**src/rtl/inst_fetch_queue_pkg.sv**
```systemverilog
// Shared bus widths and exception codes for the instruction fetch queue.
package inst_fetch_queue_pkg;

    localparam int INST_ADDR_BUS = 32;
    localparam int INST_BUS      = 32;
    localparam int EXC_CODE_BUS  = 5;

    localparam logic [INST_BUS-1:0]     ZERO_WORD = '0;
    localparam logic [EXC_CODE_BUS-1:0] EXC_NONE  = 5'h00;
    localparam logic [EXC_CODE_BUS-1:0] EXC_ADEL  = 5'h04;

endpackage

```
**src/rtl/inst_fetch_queue_if.sv**
```systemverilog
// Fetch-side and decode-side handshake bundle of the fetch queue.
interface inst_fetch_queue_if
    import inst_fetch_queue_pkg::*;
#(
    parameter int ADDR_W = INST_ADDR_BUS,
    parameter int INST_W = INST_BUS,
    parameter int EXC_W  = EXC_CODE_BUS
);

    logic              if_valid;
    logic [ADDR_W-1:0] if_pc;
    logic [INST_W-1:0] if_inst;
    logic [EXC_W-1:0]  if_exccode;
    logic              if_ready;

    logic              id_valid;
    logic [ADDR_W-1:0] id_pc;
    logic [INST_W-1:0] id_inst;
    logic [EXC_W-1:0]  id_exccode;
    logic              id_ready;

    // slave is the queue itself; master is the surrounding pipeline
    modport slave (
        input  if_valid, if_pc, if_inst, if_exccode, id_ready,
        output if_ready, id_valid, id_pc, id_inst, id_exccode
    );

    modport master (
        output if_valid, if_pc, if_inst, if_exccode, id_ready,
        input  if_ready, id_valid, id_pc, id_inst, id_exccode
    );

endinterface

```
**src/rtl/ifq_storage.sv**
```systemverilog
// Fetch queue entry array: synchronous write port, combinational read port.
module ifq_storage
    import inst_fetch_queue_pkg::*;
#(
    parameter int DEPTH = 4,
    parameter int WIDTH = INST_ADDR_BUS + INST_BUS + EXC_CODE_BUS,
    localparam int PTR_W = $clog2(DEPTH)
) (
    input  logic             clk_i,
    input  logic             rst_ni,
    input  logic             we_i,
    input  logic [PTR_W-1:0] waddr_i,
    input  logic [WIDTH-1:0] wdata_i,
    input  logic [PTR_W-1:0] raddr_i,
    output logic [WIDTH-1:0] rdata_o
);

    logic [WIDTH-1:0] mem_q [DEPTH];

    always_ff @(posedge clk_i or negedge rst_ni) begin
        if (!rst_ni) begin
            for (int i = 0; i < DEPTH; i++) mem_q[i] <= '0;
        end else if (we_i) begin
            mem_q[waddr_i] <= wdata_i;
        end
    end

    assign rdata_o = mem_q[raddr_i];

endmodule

```
**src/rtl/inst_fetch_queue.sv**
```systemverilog
// Instruction fetch queue between IF and ID with flush and exception tags.
// Optional same-cycle bypass into an empty queue: define IFQ_BYPASS_EN.
module inst_fetch_queue
    import inst_fetch_queue_pkg::*;
#(
    parameter int DEPTH  = 4,
    parameter int ADDR_W = INST_ADDR_BUS,
    parameter int INST_W = INST_BUS,
    parameter int EXC_W  = EXC_CODE_BUS
) (
    input  logic                     cpu_clk_50M,
    input  logic                     cpu_rst_n,
    input  logic                     flush,
    inst_fetch_queue_if.slave        bus,
    output logic [$clog2(DEPTH):0]   count
);

    localparam int PTR_W = $clog2(DEPTH);
    localparam int CNT_W = PTR_W + 1;
    localparam int ENT_W = ADDR_W + INST_W + EXC_W;
    localparam logic [CNT_W-1:0] FULL_CNT = CNT_W'(DEPTH);

    logic [PTR_W-1:0] wr_ptr_q, wr_ptr_d;
    logic [PTR_W-1:0] rd_ptr_q, rd_ptr_d;
    logic [CNT_W-1:0] count_q, count_d;

    logic             empty, full, bypass, push, pop, wr_en;
    logic [ENT_W-1:0] in_ent, head_ent, out_ent;

    assign empty = (count_q == '0);
    assign full  = (count_q == FULL_CNT);

    // Ready looks only at occupancy, never at id_ready
    assign bus.if_ready = cpu_rst_n & ~full;
    assign in_ent       = {bus.if_pc, bus.if_inst, bus.if_exccode};

`ifdef IFQ_BYPASS_EN
    assign bypass = empty & bus.if_valid & bus.if_ready & ~flush;
`else
    assign bypass = 1'b0;
`endif

    assign bus.id_valid = ~empty | bypass;
    // A bypassed entry taken by ID the same cycle is never stored
    assign push  = bus.if_valid & bus.if_ready & ~(bypass & bus.id_ready);
    assign pop   = bus.id_valid & bus.id_ready & ~bypass;
    assign wr_en = push & ~flush;

    assign out_ent = !bus.id_valid ? '0 : (bypass ? in_ent : head_ent);
    assign {bus.id_pc, bus.id_inst, bus.id_exccode} = out_ent;
    assign count = count_q;

    ifq_storage #(
        .DEPTH (DEPTH),
        .WIDTH (ENT_W)
    ) u_storage (
        .clk_i   (cpu_clk_50M),
        .rst_ni  (cpu_rst_n),
        .we_i    (wr_en),
        .waddr_i (wr_ptr_q),
        .wdata_i (in_ent),
        .raddr_i (rd_ptr_q),
        .rdata_o (head_ent)
    );

    always_comb begin
        wr_ptr_d = wr_ptr_q;
        rd_ptr_d = rd_ptr_q;
        count_d  = count_q;
        if (flush) begin
            wr_ptr_d = '0;
            rd_ptr_d = '0;
            count_d  = '0;
        end else begin
            if (push) wr_ptr_d = wr_ptr_q + PTR_W'(1);
            if (pop)  rd_ptr_d = rd_ptr_q + PTR_W'(1);
            count_d = count_q + CNT_W'(push) - CNT_W'(pop);
        end
    end

    always_ff @(posedge cpu_clk_50M or negedge cpu_rst_n) begin
        if (!cpu_rst_n) begin
            wr_ptr_q <= '0;
            rd_ptr_q <= '0;
            count_q  <= '0;
        end else begin
            wr_ptr_q <= wr_ptr_d;
            rd_ptr_q <= rd_ptr_d;
            count_q  <= count_d;
        end
    end

endmodule

```
**src/flat_wrapper.sv**
```systemverilog
// flat-port wrapper written by rule: the top's interface ports become plain ports
module inst_fetch_queue_flat import inst_fetch_queue_pkg::*;
#(
    parameter int DEPTH  = 4,
    parameter int ADDR_W = INST_ADDR_BUS,
    parameter int INST_W = INST_BUS,
    parameter int EXC_W  = EXC_CODE_BUS
)
  (cpu_clk_50M, cpu_rst_n, flush, count, bus_if_valid, bus_if_pc, bus_if_inst, bus_if_exccode, bus_id_ready, bus_if_ready, bus_id_valid, bus_id_pc, bus_id_inst, bus_id_exccode);
  inst_fetch_queue_if #(.ADDR_W(ADDR_W), .INST_W(INST_W), .EXC_W(EXC_W)) bus_i ();
  input  logic cpu_clk_50M;
  input  logic cpu_rst_n;
  input  logic flush;
  output logic [$clog2(DEPTH):0] count;
  input wire logic [$bits(bus_i.if_valid)-1:0] bus_if_valid;
  input wire logic [$bits(bus_i.if_pc)-1:0] bus_if_pc;
  input wire logic [$bits(bus_i.if_inst)-1:0] bus_if_inst;
  input wire logic [$bits(bus_i.if_exccode)-1:0] bus_if_exccode;
  input wire logic [$bits(bus_i.id_ready)-1:0] bus_id_ready;
  output wire logic [$bits(bus_i.if_ready)-1:0] bus_if_ready;
  output wire logic [$bits(bus_i.id_valid)-1:0] bus_id_valid;
  output wire logic [$bits(bus_i.id_pc)-1:0] bus_id_pc;
  output wire logic [$bits(bus_i.id_inst)-1:0] bus_id_inst;
  output wire logic [$bits(bus_i.id_exccode)-1:0] bus_id_exccode;
  assign bus_i.if_valid = bus_if_valid;
  assign bus_i.if_pc = bus_if_pc;
  assign bus_i.if_inst = bus_if_inst;
  assign bus_i.if_exccode = bus_if_exccode;
  assign bus_i.id_ready = bus_id_ready;
  assign bus_if_ready = bus_i.if_ready;
  assign bus_id_valid = bus_i.id_valid;
  assign bus_id_pc = bus_i.id_pc;
  assign bus_id_inst = bus_i.id_inst;
  assign bus_id_exccode = bus_i.id_exccode;
  inst_fetch_queue #(.DEPTH(DEPTH), .ADDR_W(ADDR_W), .INST_W(INST_W), .EXC_W(EXC_W)) u_core (.cpu_clk_50M(cpu_clk_50M), .cpu_rst_n(cpu_rst_n), .flush(flush), .bus(bus_i), .count(count));
endmodule
```
**config.mk**
```make
export PLATFORM = sky130hd
export DESIGN_NAME = inst_fetch_queue_flat
export DESIGN_NICKNAME = d
export VERILOG_FILES = /design/src/rtl/inst_fetch_queue_pkg.sv /design/src/rtl/inst_fetch_queue_if.sv /design/src/rtl/ifq_storage.sv /design/src/rtl/inst_fetch_queue.sv /design/src/flat_wrapper.sv
export SDC_FILE = /design/constraint.sdc
export NUM_CORES = 1
export LEC_CHECK = 0
export BUFFER_PORTS_ARGS = -buffer_cell sky130_fd_sc_hd__buf_4
export CORE_AREA = 5 5 153 170
export DETAILED_ROUTE_END_ITERATION = 6
export DIE_AREA = 0 0 158 175
export PLACE_DENSITY = 0.73
export SLEW_MARGIN = 20
export SYNTH_ARGS = -nofsm -noshare
export SYNTH_HDL_FRONTEND = slang
export SYNTH_SLANG_ARGS = --single-unit
export TNS_END_PERCENT = 50
```
**constraint.sdc**
```tcl
create_clock -name cpu_clk_50M -period 3 [get_ports cpu_clk_50M]
set_input_delay 0.6 -clock cpu_clk_50M [delete_from_list [all_inputs] [get_ports cpu_clk_50M]]
set_output_delay 0.6 -clock cpu_clk_50M [all_outputs]
set_load 0.02 [all_outputs]
```
# Word-level counts from Yosys, hierarchy flattened
# Index checks and enable logic that the tools add are counted.
# totals
register_bits,283
inputBits,74
out_inout_bits,74
elab_cells,40
# classes
addsub,4
magnitude_cmp,3
n_eq_ne,1
n_mux,12
bitwise,9
n_reduce_logical,4
# ops
op,n
276-bit bitwise mux,1
69-bit two-way mux,4
69-bit binary-select mux with 2-bit select,1
69-bit demux with 2-bit select,1
2-bit two-way mux,4
"3-bit >= comparator, second input constant",2
2-bit NOT with 3-bit output,2
"2-bit by 1-bit adder with 2-bit output, second input constant",2
1-bit bitwise AND,4
2-bit nonzero test,2
3-bit by 1-bit adder with 3-bit output,1
"3-bit == test, second input constant",1
3-bit zero test,1
"3-bit by 1-bit less-than comparator with 1-bit output, second input constant",1
3-bit two-way mux,1
1-bit NOT,3
3-bit by 1-bit subtractor with 3-bit output,1
1-bit logical AND,1

# Logic depth before layout (Yosys ltp)
# Gate-level depths: netlist (run 1).
# logic_depth
word_depth,7
mapped_depth,11
depth_no_buf,10

# Modules after synthesis
# From an unflattened synthesis (run 1), not the netlist that was laid out.
# unflattened
hier_cells,785
area_unflattened_um2,12742.2
# modules_own_cells
module,instances,cells_per_inst,area_per_inst_um2,seq_area_each_um2
ifq_storage,1,669,11832.6,6906.6
inst_fetch_queue,1,116,909.6,175.2

# Least setup slack after synthesis (run 1)
# No wires, ideal clock.
# synth_timing
path_kind,reg2reg
from,reg u_core.count_q[1] (netlist: u_core.count[1])
to,reg u_core.count_q[2] (netlist: u_core.count[2])
setup_ns,0.086
arrival_time_ns,2.458
required_ns,2.914
path_slack_ns,0.456
stages_incl_launch_ff,12
period_less_slack_ns,2.544
path_cell_list,dfrtp_1 > or3_1 > clkbuf_1 > and2_1 > ha_1 > inv_1 > ha_1 > inv_1 > fa_1 > xor2_1 > and2_1 > nor3_1
# synth_via
elab_chain_cells,7
word_cells_on_any_way,10
cone_classes,2 x add/sub; 1 x eq/ne; 1 x mux; 5 x bitwise; 1 x reduce/logical
# synth_rtl
element,line,rtl
start: declaration,inst_fetch_queue.sv:25,"logic [CNT_W-1:0] count_q, count_d;"
start signal: assignment,inst_fetch_queue.sv:89,count_q <= count_d;
3-bit == test,inst_fetch_queue.sv:31,assign full = (count_q == FULL_CNT);
1-bit NOT,inst_fetch_queue.sv:34,assign bus.if_ready = cpu_rst_n & ~full;
1-bit bitwise AND,inst_fetch_queue.sv:34,
1-bit bitwise AND,inst_fetch_queue.sv:45,assign push = bus.if_valid & bus.if_ready & ~(bypass & bus.id_ready);
3-bit by 1-bit adder with 3-bit output,inst_fetch_queue.sv:77,count_d = count_q + CNT_W'(push) - CNT_W'(pop);
3-bit by 1-bit subtractor with 3-bit output *,inst_fetch_queue.sv:77,
3-bit two-way mux *,inst_fetch_queue.sv:70,if (flush) begin
via u_core.count_d[2],inst_fetch_queue.sv:25,
# Mark *: on every way through the listed nets, which the timed path passes. The rest lies on a longest branch.
# A chain may end at the register's enable or synchronous reset.

# Worst setup path in the final report (run 1)
# layout_timing
from,reg u_core.count_q[1] (netlist: u_core.count[1])
to,out bus_id_pc[11]
# layout_via
elab_chain_cells,2
# layout_rtl
element,line,rtl
3-bit zero test,inst_fetch_queue.sv:30,assign empty = (count_q == '0);
69-bit two-way mux,inst_fetch_queue.sv:49,assign out_ent = !bus.id_valid ? '0 : (bypass ? in_ent : head_ent);
end: declaration,flat_wrapper.sv:22,output wire logic [$bits(bus_i.id_pc)-1:0] bus_id_pc;
# No other way between the ends.

==> results of run 1 <==
-- what timing repair did --
item | CTS | global route
setup endpoints to repair | 9 | 8
resized for setup | 0 | 1
setup buffers | 2 | 0
-- metrics by stage --
stage                     cells  total power (W)  util, %  instance area, um2  setup slack, ps
after detailed placement   1212           0.0118     60.1               14500              487
after global placement     1212           0.0116     60.1               14500              527
after floorplan             790          0.00955        -               13000              456
final                      1267           0.0154     64.4               15500              217
after global routing       1267           0.0163     64.4               15500              118
after CTS                  1266           0.0156     64.4               15500             62.5
-- state kept, by name, indices dropped and copies added, names as in the netlist --
name / flops
u_core.u_storage.mem_q: 276
u_core.count: 3
u_core.rd_ptr_q: 2
u_core.wr_ptr_q: 2
-- how the worst max path moves through the flow --
stage / to / slack, ps / depth (start not counted)
3_5_place_dp: u_core.count[2] / 490 / 10
4_1_cts: bus_id_pc[28] / 60 / 4
2_1_floorplan: u_core.count[2] / 460 / 11
5_1_grt: bus_id_inst[19] / 120 / 4
3_3_place_gp: u_core.count[2] / 530 / 10
6_report: bus_id_pc[11] / 220 / 4
-- where the power goes --
part | switching [W] | internal [W]
logic | 0.00268 | 0.00333
clock network | 0.00144 | 0.00229
registers | 0.000655 | 0.00500
total | 0.00478 | 0.0106
-- cell type report --
type | instances | area (um2) | area share, %
flip-flops and latches | 283 | 7090 | 45.7
multi-input cells | 449 | 5590 | 36.0
repair buffers | 167 | 1430 | 9.20
clock buffers | 48 | 940 | 6.05
well taps | 310 | 388 | 2.50
clock inverters | 4 | 70.1 | 0.451
inverters | 5 | 18.8 | 0.121
diodes | 1 | 2.50 | 0.0161
-- kinds of logic (layout without fill, tap and decap cells) --
logic type,Yosys count,in the layout,share of synthesized area (%)
other,0,1,0
buffers and inverters,58,224,2.41
muxes,345,345,37.1
and+or+nand+nor,90,90,4.87
xor gates and xnor gates,2,2,0.135
adders and majority gates,7,7,0.732
AOI/OAI and AO/OA,5,5,0.241
DFF,283,283,54.5
-- per-layer routing --
layer	part of all wire (%)	up-vias	global-route usage [%]	routed length, um
li1	-	3180	-	-
met1	42	3909	26.8	11400
met2	51	138	34.2	13700
met3	5.3	33	4.04	1430
met4	1.8	0	4.23	493
met5	0	-	0	0
-- cell usage in the layout, fill, tap and decap left out, drive strengths merged --
cell / n
a21oi: 1
and2: 71
buf: 167
bufinv: 2
clkbuf: 48
clkinv: 2
dfrtp: 283
diode: 1
fa: 1
ha: 6
inv: 5
mux2: 276
mux4: 69
nand2: 1
nand2b: 1
nand3: 1
nor2: 5
nor2b: 2
nor3: 1
nor3b: 1
nor4b: 4
o21ai: 2
o311ai: 1
o31ai: 1
or3: 2
or4b: 1
xor2: 2
==> impl_metrics.tcl, run 1 <==
set metrics [dict create \
    status "complete, no violations" \
    setup_tns_ps 0 \
    skew_ps 7.68 \
    grt_pass1_wl_um 44200 \
    fillerInstances 1767 \
    fmax_ghz 0.359 \
    yosysMostFrequentCell "dfrtp_1" \
    slowest_delay_ps 470 \
    rsz0062_at_grt "no" \
    fin_nets 1017 \
    r2r_end "u_core.count[2]" \
    gp_congestion 0.737 \
    htreeDepth 1 \
    grt_pass1_vias 8137 \
    drt-initial-drc-count 333 \
    die_w_um 158 \
    ys_ff_latch 283 \
    peakVddDrop_v 0.000629 \
    period_minus_slack_ps 2780 \
    maxCapViolCount 0 \
    cp.required_ps 2400 \
    clockBufferDepth 3 \
    cp.arrival_ps 2180 \
    clockRootBuffer "clkbuf_16" \
    path_clk_slew_ps 60 \
    ff2ff_path_depth 10 \
    grt_overflow 0 \
    hold_path.class "in2async" \
    track_usage_pct 20.0 \
    routed_wl_um 27000 \
    cpLargestDelayFamily "simple AND/OR/NAND/NOR gates" \
    endpoint_kind "primary output" \
    startpoint "u_core.count[1]" \
    remaining_drc_errors 0 \
    core-area_mm2 0.0241 \
    cp_slowest_cell "dfrtp_1" \
    cts_tree "done" \
    start_util_pct 53.9 \
    postSynthNetCount 871 \
    vias 7260 \
    worst_pin_slew_ps 821 \
    num_rows 60 \
    rr_startpoint "u_core.count[1]" \
    cts_num_sinks 283 \
    synth_area_leader_cell "dfrtp_1" \
    synthTopCellsByArea "dfrtp_1 55%, mux2_2 20%, mux4_2 12%" \
    die-area_mm2 0.0277 \
    critPathKind "reg2out" \
    worst-path-buf-inv 2 \
    clock_latency_ps 530 \
    cp_cell_sequence "or3_2 > buf_6 > and2_1 > buf_4" \
    async_flop_share_pct 100 \
    synth_ff_type "dfrtp_1" \
    dp_hpwl_um 16200 \
    ys_types 26 \
    wl_per_cell_um 21.3 \
    setup_violations 0 \
    hold_buffers 0 \
    powerDensity_mw_per_mm2 992 \
    die_h_um 175 \
    p_leak_nw 7.13 \
    ys_seq_area_share_pct 54.5 \
    syn_area_mm2 0.0130 \
    antenna_found_initial 1 \
    drive_gt1_share_pct 59.2 \
    ff2ff_setup_slack_ps 440 \
    synth_edf_count 0 \
    ys_warn_count 0 \
    syn_to_final_growth_pct 19.6 \
    syn_avg_cell_area_um2 16.4 \
    hold-worst-slack_ps 198 \
    netlist_instances 790 \
    ant_nets 0 \
    port_buffers 147 \
    via_per_inst 5.73 \
    crit_path_start_kind "register" \
    synth_common_cells "283 x dfrtp_1, 236 x mux2_2, 71 x and2_1" \
    io_pins 148 \
    hold_viol 0 \
    yosysTopAreaCellShare_pct 54.5 \
    drv_slew 0 \
    worst-path-max-fanout 71 \
    slew_headroom_pct 45.3 \
    cts_buffers 30 \
    firstDrtPassIters 4 \
    post-route-period-util_pct 92.8 \
    grt_max_degree 147 \
]
(Power assumes the default switching activity.)
==> run 2: changes to the inputs <==
--- a/config.mk
+++ b/config.mk
@@ -6,10 +6,10 @@
 export NUM_CORES = 1
 export LEC_CHECK = 0
 export BUFFER_PORTS_ARGS = -buffer_cell sky130_fd_sc_hd__buf_4
-export CORE_AREA = 5 5 153 170
+export CORE_AREA = 5 5 148 164
 export DETAILED_ROUTE_END_ITERATION = 6
-export DIE_AREA = 0 0 158 175
-export PLACE_DENSITY = 0.73
+export DIE_AREA = 0 0 153 169
+export PLACE_DENSITY = 0.77
 export SLEW_MARGIN = 20
 export SYNTH_ARGS = -nofsm -noshare
 export SYNTH_HDL_FRONTEND = slang
==> run 2 against run 1 <==
Maximum frequency shrank 4.8%. Setup slack lost 140 ps. Non-clock buffer count shrank 2. Register-to-register slack lost 30 ps. Combinational power is essentially flat. Clock-buffer cell count shrank 1.
==> impl_metrics.tcl, run 2 (synthesis gave the netlist of run 1 again) <==
set metrics [dict create \
    worst-path-max-fanout 31 \
    fin_util_pct 68.8 \
    cts_num_sinks 283 \
    grt_pass1_vias 8724 \
    start_util_pct 57.7 \
    gp_congestion 0.735 \
    track_usage_pct 22.6 \
    worst_pin_slew_ps 961 \
    mostFrequentLayoutCell "dfrtp_1" \
    fillerInstances 1524 \
    io_pins 148 \
    htreeDepth 1 \
    dpl.cell_count 1201 \
    firstDrtPassIters 4 \
    wl_per_cell_um 22.9 \
    drive_gt1_share_pct 59.1 \
    hold_viol 0 \
    finalPower_w 0.0155 \
    port_buffers 147 \
    post-route-period-util_pct 97.4 \
    critPathKind "reg2out" \
    period_minus_slack_ps 2920 \
    cts_setup_buffers 0 \
    cp.required_ps 2400 \
    final-seq-area_mm2 0.00709 \
    crit_path_start_kind "register" \
    remaining_drc_errors 0 \
    grt_max_degree 139 \
    drt-initial-drc-count 333 \
    clock_latency_ps 550 \
    antenna_cells 0 \
    regMostFlops "u_core.u_storage.mem_q" \
    cts_buffers 30 \
    dp_hpwl_um 18100 \
    status "complete, no violations" \
    p_leak_nw 7.12 \
    fin_nets 1015 \
    cp.arrival_ps 2320 \
    slew_headroom_pct 35.9 \
    powerDensity_mw_per_mm2 1000 \
    antenna_found_initial 0 \
    drv_slew 0 \
    peakVddDrop_v 0.000727 \
    via_per_inst 5.81 \
    grt_pass1_wl_um 47000 \
    cts_tree "done" \
    largest_register_ff_count 276 \
    endpoint_kind "primary output" \
    routed_wl_um 28800 \
    ant_nets 0 \
    die_w_um 153 \
    fmax_ghz 0.342 \
    clockBufferDepth 3 \
    clockRootBuffer "clkbuf_16" \
    hold_path.class "in2async" \
    stdcell_count 1257 \
    syn_to_final_growth_pct 19.2 \
    num_rows 58 \
    vias 7297 \
    setup_tns_ps 0 \
    ff2ff_setup_slack_ps 410 \
    skew_ps 17.1 \
    multi_input_area_mm2 0.00559 \
    maxCapViolCount 0 \
    die-area_mm2 0.0259 \
    layout_common_cells "281 x dfrtp_1, 236 x mux2_2, 154 x buf_4" \
    path_clk_slew_ps 60 \
    die_h_um 169 \
    grt_overflow 0 \
    core-area_mm2 0.0225 \
    setup_violations 0 \
    rsz0062_at_grt "no" \
]
## run 2: worst max-delay path, cell delays in order, from the launching register on
cell and delay, ps:
dfrtp_4 830, buf_12 270, mux4_2 310, and2_1 200, buf_4 160
## run 2: layout make-up
type,instances,share of cell area [%]
repair buffers,165,8.83
well taps,300,2.43
inverters,5,0.121
clock inverters,8,0.768
multi-input cells,449,36.1
flip-flops and latches,283,45.8
clock buffers,47,5.92
## run 2: what timing repair did
action / 4_1_cts / 5_1_grt
hold buffers: 0 / 0
setup endpoints to repair: 0 / 45
gates resized for setup: 0 / 3
hold endpoints to repair: 0 / 0
## run 2: final timing paths
| kind | from | end | depth (start not counted) |
|---|---|---|---|
| max | u_core.rd_ptr_q[1] | bus_id_pc[12] | 4 |
| min in group cpu_clk_50M | bus_if_pc[20] | u_core.u_storage.mem_q[264] | 2 |
| max reg2reg | u_core.count[2] | u_core.count[2] | 10 |
| max in group asynchronous | cpu_rst_n | u_core.u_storage.mem_q[147] | 3 |
| min | cpu_rst_n | u_core.rd_ptr_q[1] | 2 |
| min reg2reg | u_core.u_storage.mem_q[71] | u_core.u_storage.mem_q[71] | 1 |
## run 2: metal layers
metal	track usage, %	wire length (um)
met4	5.35	461
met1	27.2	11500
met5	0	0
met3	4.78	1370
met2	41.7	15500
## run 2: metrics by stage
step	instance area [um2]	setup WS, ps	hold slack (ps)
6_report	15500	76.6	293
5_1_grt	15500	6.93	294
4_1_cts	15400	13.6	291
3_5_place_dp	14400	402	490
3_3_place_gp	14400	562	483
2_1_floorplan	13000	456	304
## run 2: power breakdown
group	total (W)	internal [W]	switching, W
combinational	0.00604	0.00330	0.00274
clock	0.00380	0.00234	0.00146
sequential	0.00569	0.00500	0.000697
total	0.0155	0.0106	0.00489
==> run 3: changes to the inputs <==
--- a/config.mk
+++ b/config.mk
@@ -6,11 +6,11 @@
 export NUM_CORES = 1
 export LEC_CHECK = 0
 export BUFFER_PORTS_ARGS = -buffer_cell sky130_fd_sc_hd__buf_4
-export CORE_AREA = 5 5 148 164
+export CORE_AREA = 5 5 199 201
 export DETAILED_ROUTE_END_ITERATION = 6
-export DIE_AREA = 0 0 153 169
-export PLACE_DENSITY = 0.77
-export SLEW_MARGIN = 20
+export DIE_AREA = 0 0 204 206
+export PLACE_DENSITY = 0.5
+export SLEW_MARGIN = 10
 export SYNTH_ARGS = -nofsm -noshare
 export SYNTH_HDL_FRONTEND = slang
 export SYNTH_SLANG_ARGS = --single-unit
==> run 3 against run 2 <==
Maximum frequency is 5.4% higher. Non-clock buffer count increased by 3. Critical endpoint is now bus_id_pc[7]. Cell area increased by 2.7%. Register-to-register slack improved by 80 ps. Global-route usage fell by 8.1 points. Via count decreased by 2.3%.
==> impl_metrics.tcl, run 3 (synthesis gave the netlist of run 1 again) <==
set metrics [dict create \
    status "complete, no violations" \
    combPwrFrac_pct 38.5 \
    via_per_inst 4.84 \
    grt_pass1_wl_um 48000 \
    port_buffers 147 \
    grt_pass1_vias 8077 \
    post-route-period-util_pct 92.5 \
    worst-path-buf-inv 2 \
    setup_tns_ps 0 \
    num_rows 71 \
    gr-max-usage-layer "met2" \
    critPathKind "reg2out" \
    setup_violations 0 \
    hold_viol 0 \
    p_leak_nw 7.19 \
    fin_nets 1022 \
    rr_startpoint "u_core.count[2]" \
    grt_max_degree 132 \
    gr-usage-met1_pct 19.3 \
    p_seq_share_pct 35.5 \
    crit_top_cell "buf_4" \
    fmax_ghz 0.361 \
    drv_slew 0 \
    cpLargestDelayFamily "flip-flops" \
    wl_per_cell_um 20.3 \
    r2r_end "u_core.count[2]" \
    p_sw_share_pct 31.1 \
    core-area_mm2 0.0374 \
    cts_buffers 34 \
    grt_use_met3_pct 3.30 \
    cp.arrival_ps 2170 \
    ant_nets 0 \
    firstDrtPassIters 4 \
    routed_wl_um 29800 \
    worst_pin_slew_ps 747 \
    remaining_drc_errors 0 \
    skew_ps 8.86 \
    cp_slowest_cell "dfrtp_4" \
    regMostFlops "u_core.u_storage.mem_q" \
    internal_power_w 0.0109 \
    dp_hpwl_um 17800 \
    die_h_um 206 \
    drt-initial-drc-count 236 \
    cts_tree "done" \
    die_w_um 204 \
    clockBufferDepth 3 \
    endpoint_kind "primary output" \
    antenna_cells 0 \
    die-area_mm2 0.0420 \
    syn_to_final_growth_pct 22.5 \
    io_pins 148 \
    rsz0062_at_grt "no" \
    largest_register_ff_count 276 \
    clkPwrFrac_pct 26.1 \
    cts_num_sinks 283 \
    slowest_delay_ps 710 \
    path_clk_slew_ps 60 \
    cp.required_ps 2400 \
    grt_overflow 0 \
    layout_common_cells "281 x dfrtp_1, 236 x mux2_2, 153 x buf_4" \
    powerDensity_mw_per_mm2 993 \
    fin_util_pct 42.5 \
    grtUsageMet2_pct 24.1 \
    mostFrequentLayoutCell "dfrtp_1" \
    drive_gt1_share_pct 59.4 \
    cp_cell_sequence "buf_4 > mux4_2 > and2_1 > buf_4" \
    slew_headroom_pct 50.2 \
    clockRootBuffer "clkbuf_16" \
    vias 7131 \
    stdcell_count 1472 \
    net-switching-power_w 0.00491 \
    antenna_found_initial 0 \
    start_util_pct 34.7 \
    htreeDepth 2 \
    dpl.cell_count 1415 \
    hold_path.class "in2async" \
    peakVddDrop_v 0.000597 \
    ff2ff_path_depth 10 \
    track_usage_pct 14.5 \
    crit_path_start_kind "register" \
    ff2ff_setup_slack_ps 490 \
    gp_congestion 0.699 \
    period_minus_slack_ps 2770 \
    worst-path-max-fanout 21 \
    maxCapViolCount 0 \
    clock_latency_ps 500 \
]
==> run 3: cell count changes in the layout (fill, tap and decap cells not counted), moves of 2 or more <==
cell / before / now
buf_12: 6 / 13
bufinv_16: 3 / 1
clkbuf_8: 8 / 10
clkbuf_16: 32 / 37
clkinv_2: 4 / 0
==> run 3: worst register-to-register path, cell delays in order, from the launching register on <==
cell and delay, ps:
dfrtp_1 420, or3_2 510, and2_1 180, ha_1 260, inv_1 50, ha_1 140
inv_1 50, fa_1 370, xor2_1 160, and2_1 150, nor3_1 130
==> run 3: metal layers <==
layer,vias to the layer above,part of all wire (%)
met5,-,0
met4,0,1.8
met1,3788,44
li1,3192,-
met2,106,49
met3,45,4.5
==> run 3: through the flow <==
| step | total power, W | area [um2] | worst slack (ps) | hold slack (ps) |
|---|---|---|---|---|
| global placement | 0.0118 | 14800 | 543 | 484 |
| floorplan | 0.00955 | 13000 | 456 | 304 |
| detailed placement | 0.0119 | 14800 | 500 | 490 |
| CTS | 0.0161 | 15900 | 16.2 | 188 |
| global route | 0.0168 | 15900 | 94.1 | 224 |
| finish | 0.0158 | 15900 | 226 | 187 |
==> run 3: worst max-delay path by stage <==
| stage | depth (start not counted) | startpoint | to |
|---|---|---|---|
| floorplan | 11 | u_core.count[1] | u_core.count[2] |
| global placement | 10 | u_core.count[2] | u_core.count[2] |
| detailed placement | 10 | u_core.count[2] | u_core.count[2] |
| CTS | 4 | u_core.rd_ptr_q[0] | bus_id_inst[2] |
| global route | 4 | u_core.count[2] | bus_id_inst[24] |
| finish | 4 | u_core.rd_ptr_q[1] | bus_id_pc[7] |
==> run 3: power groups by stage <==
stage / registers [W] / logic [W] / clock network, W
after floorplan: 0.00546 / 0.00409 / 0
after global placement: 0.00570 / 0.00612 / 0
after detailed placement: 0.00570 / 0.00618 / 0
after CTS: 0.00565 / 0.00619 / 0.00429
after global routing: 0.00576 / 0.00658 / 0.00443
final: 0.00560 / 0.00607 / 0.00411
==> run 3: what timing repair did <==
| action | in CTS | in global routing |
|---|---|---|
| endpoints found under the hold margin | 0 | 0 |
| hold buffers | 0 | 0 |
| resized for setup | 0 | 1 |
| endpoints found under the setup margin | 0 | 60 |
| setup buffers | 0 | 1 |
==> run 3: layout make-up <==
cell class,count,area [um2]
Inverter,5,18.8
Fill cell,3393,21500
Sequential cell,283,7090
Timing Repair Buffer,168,1440
Clock inverter,2,37.5
Tap cell,511,639
Clock buffer,54,1090
Multi-Input combinational cell,449,5590
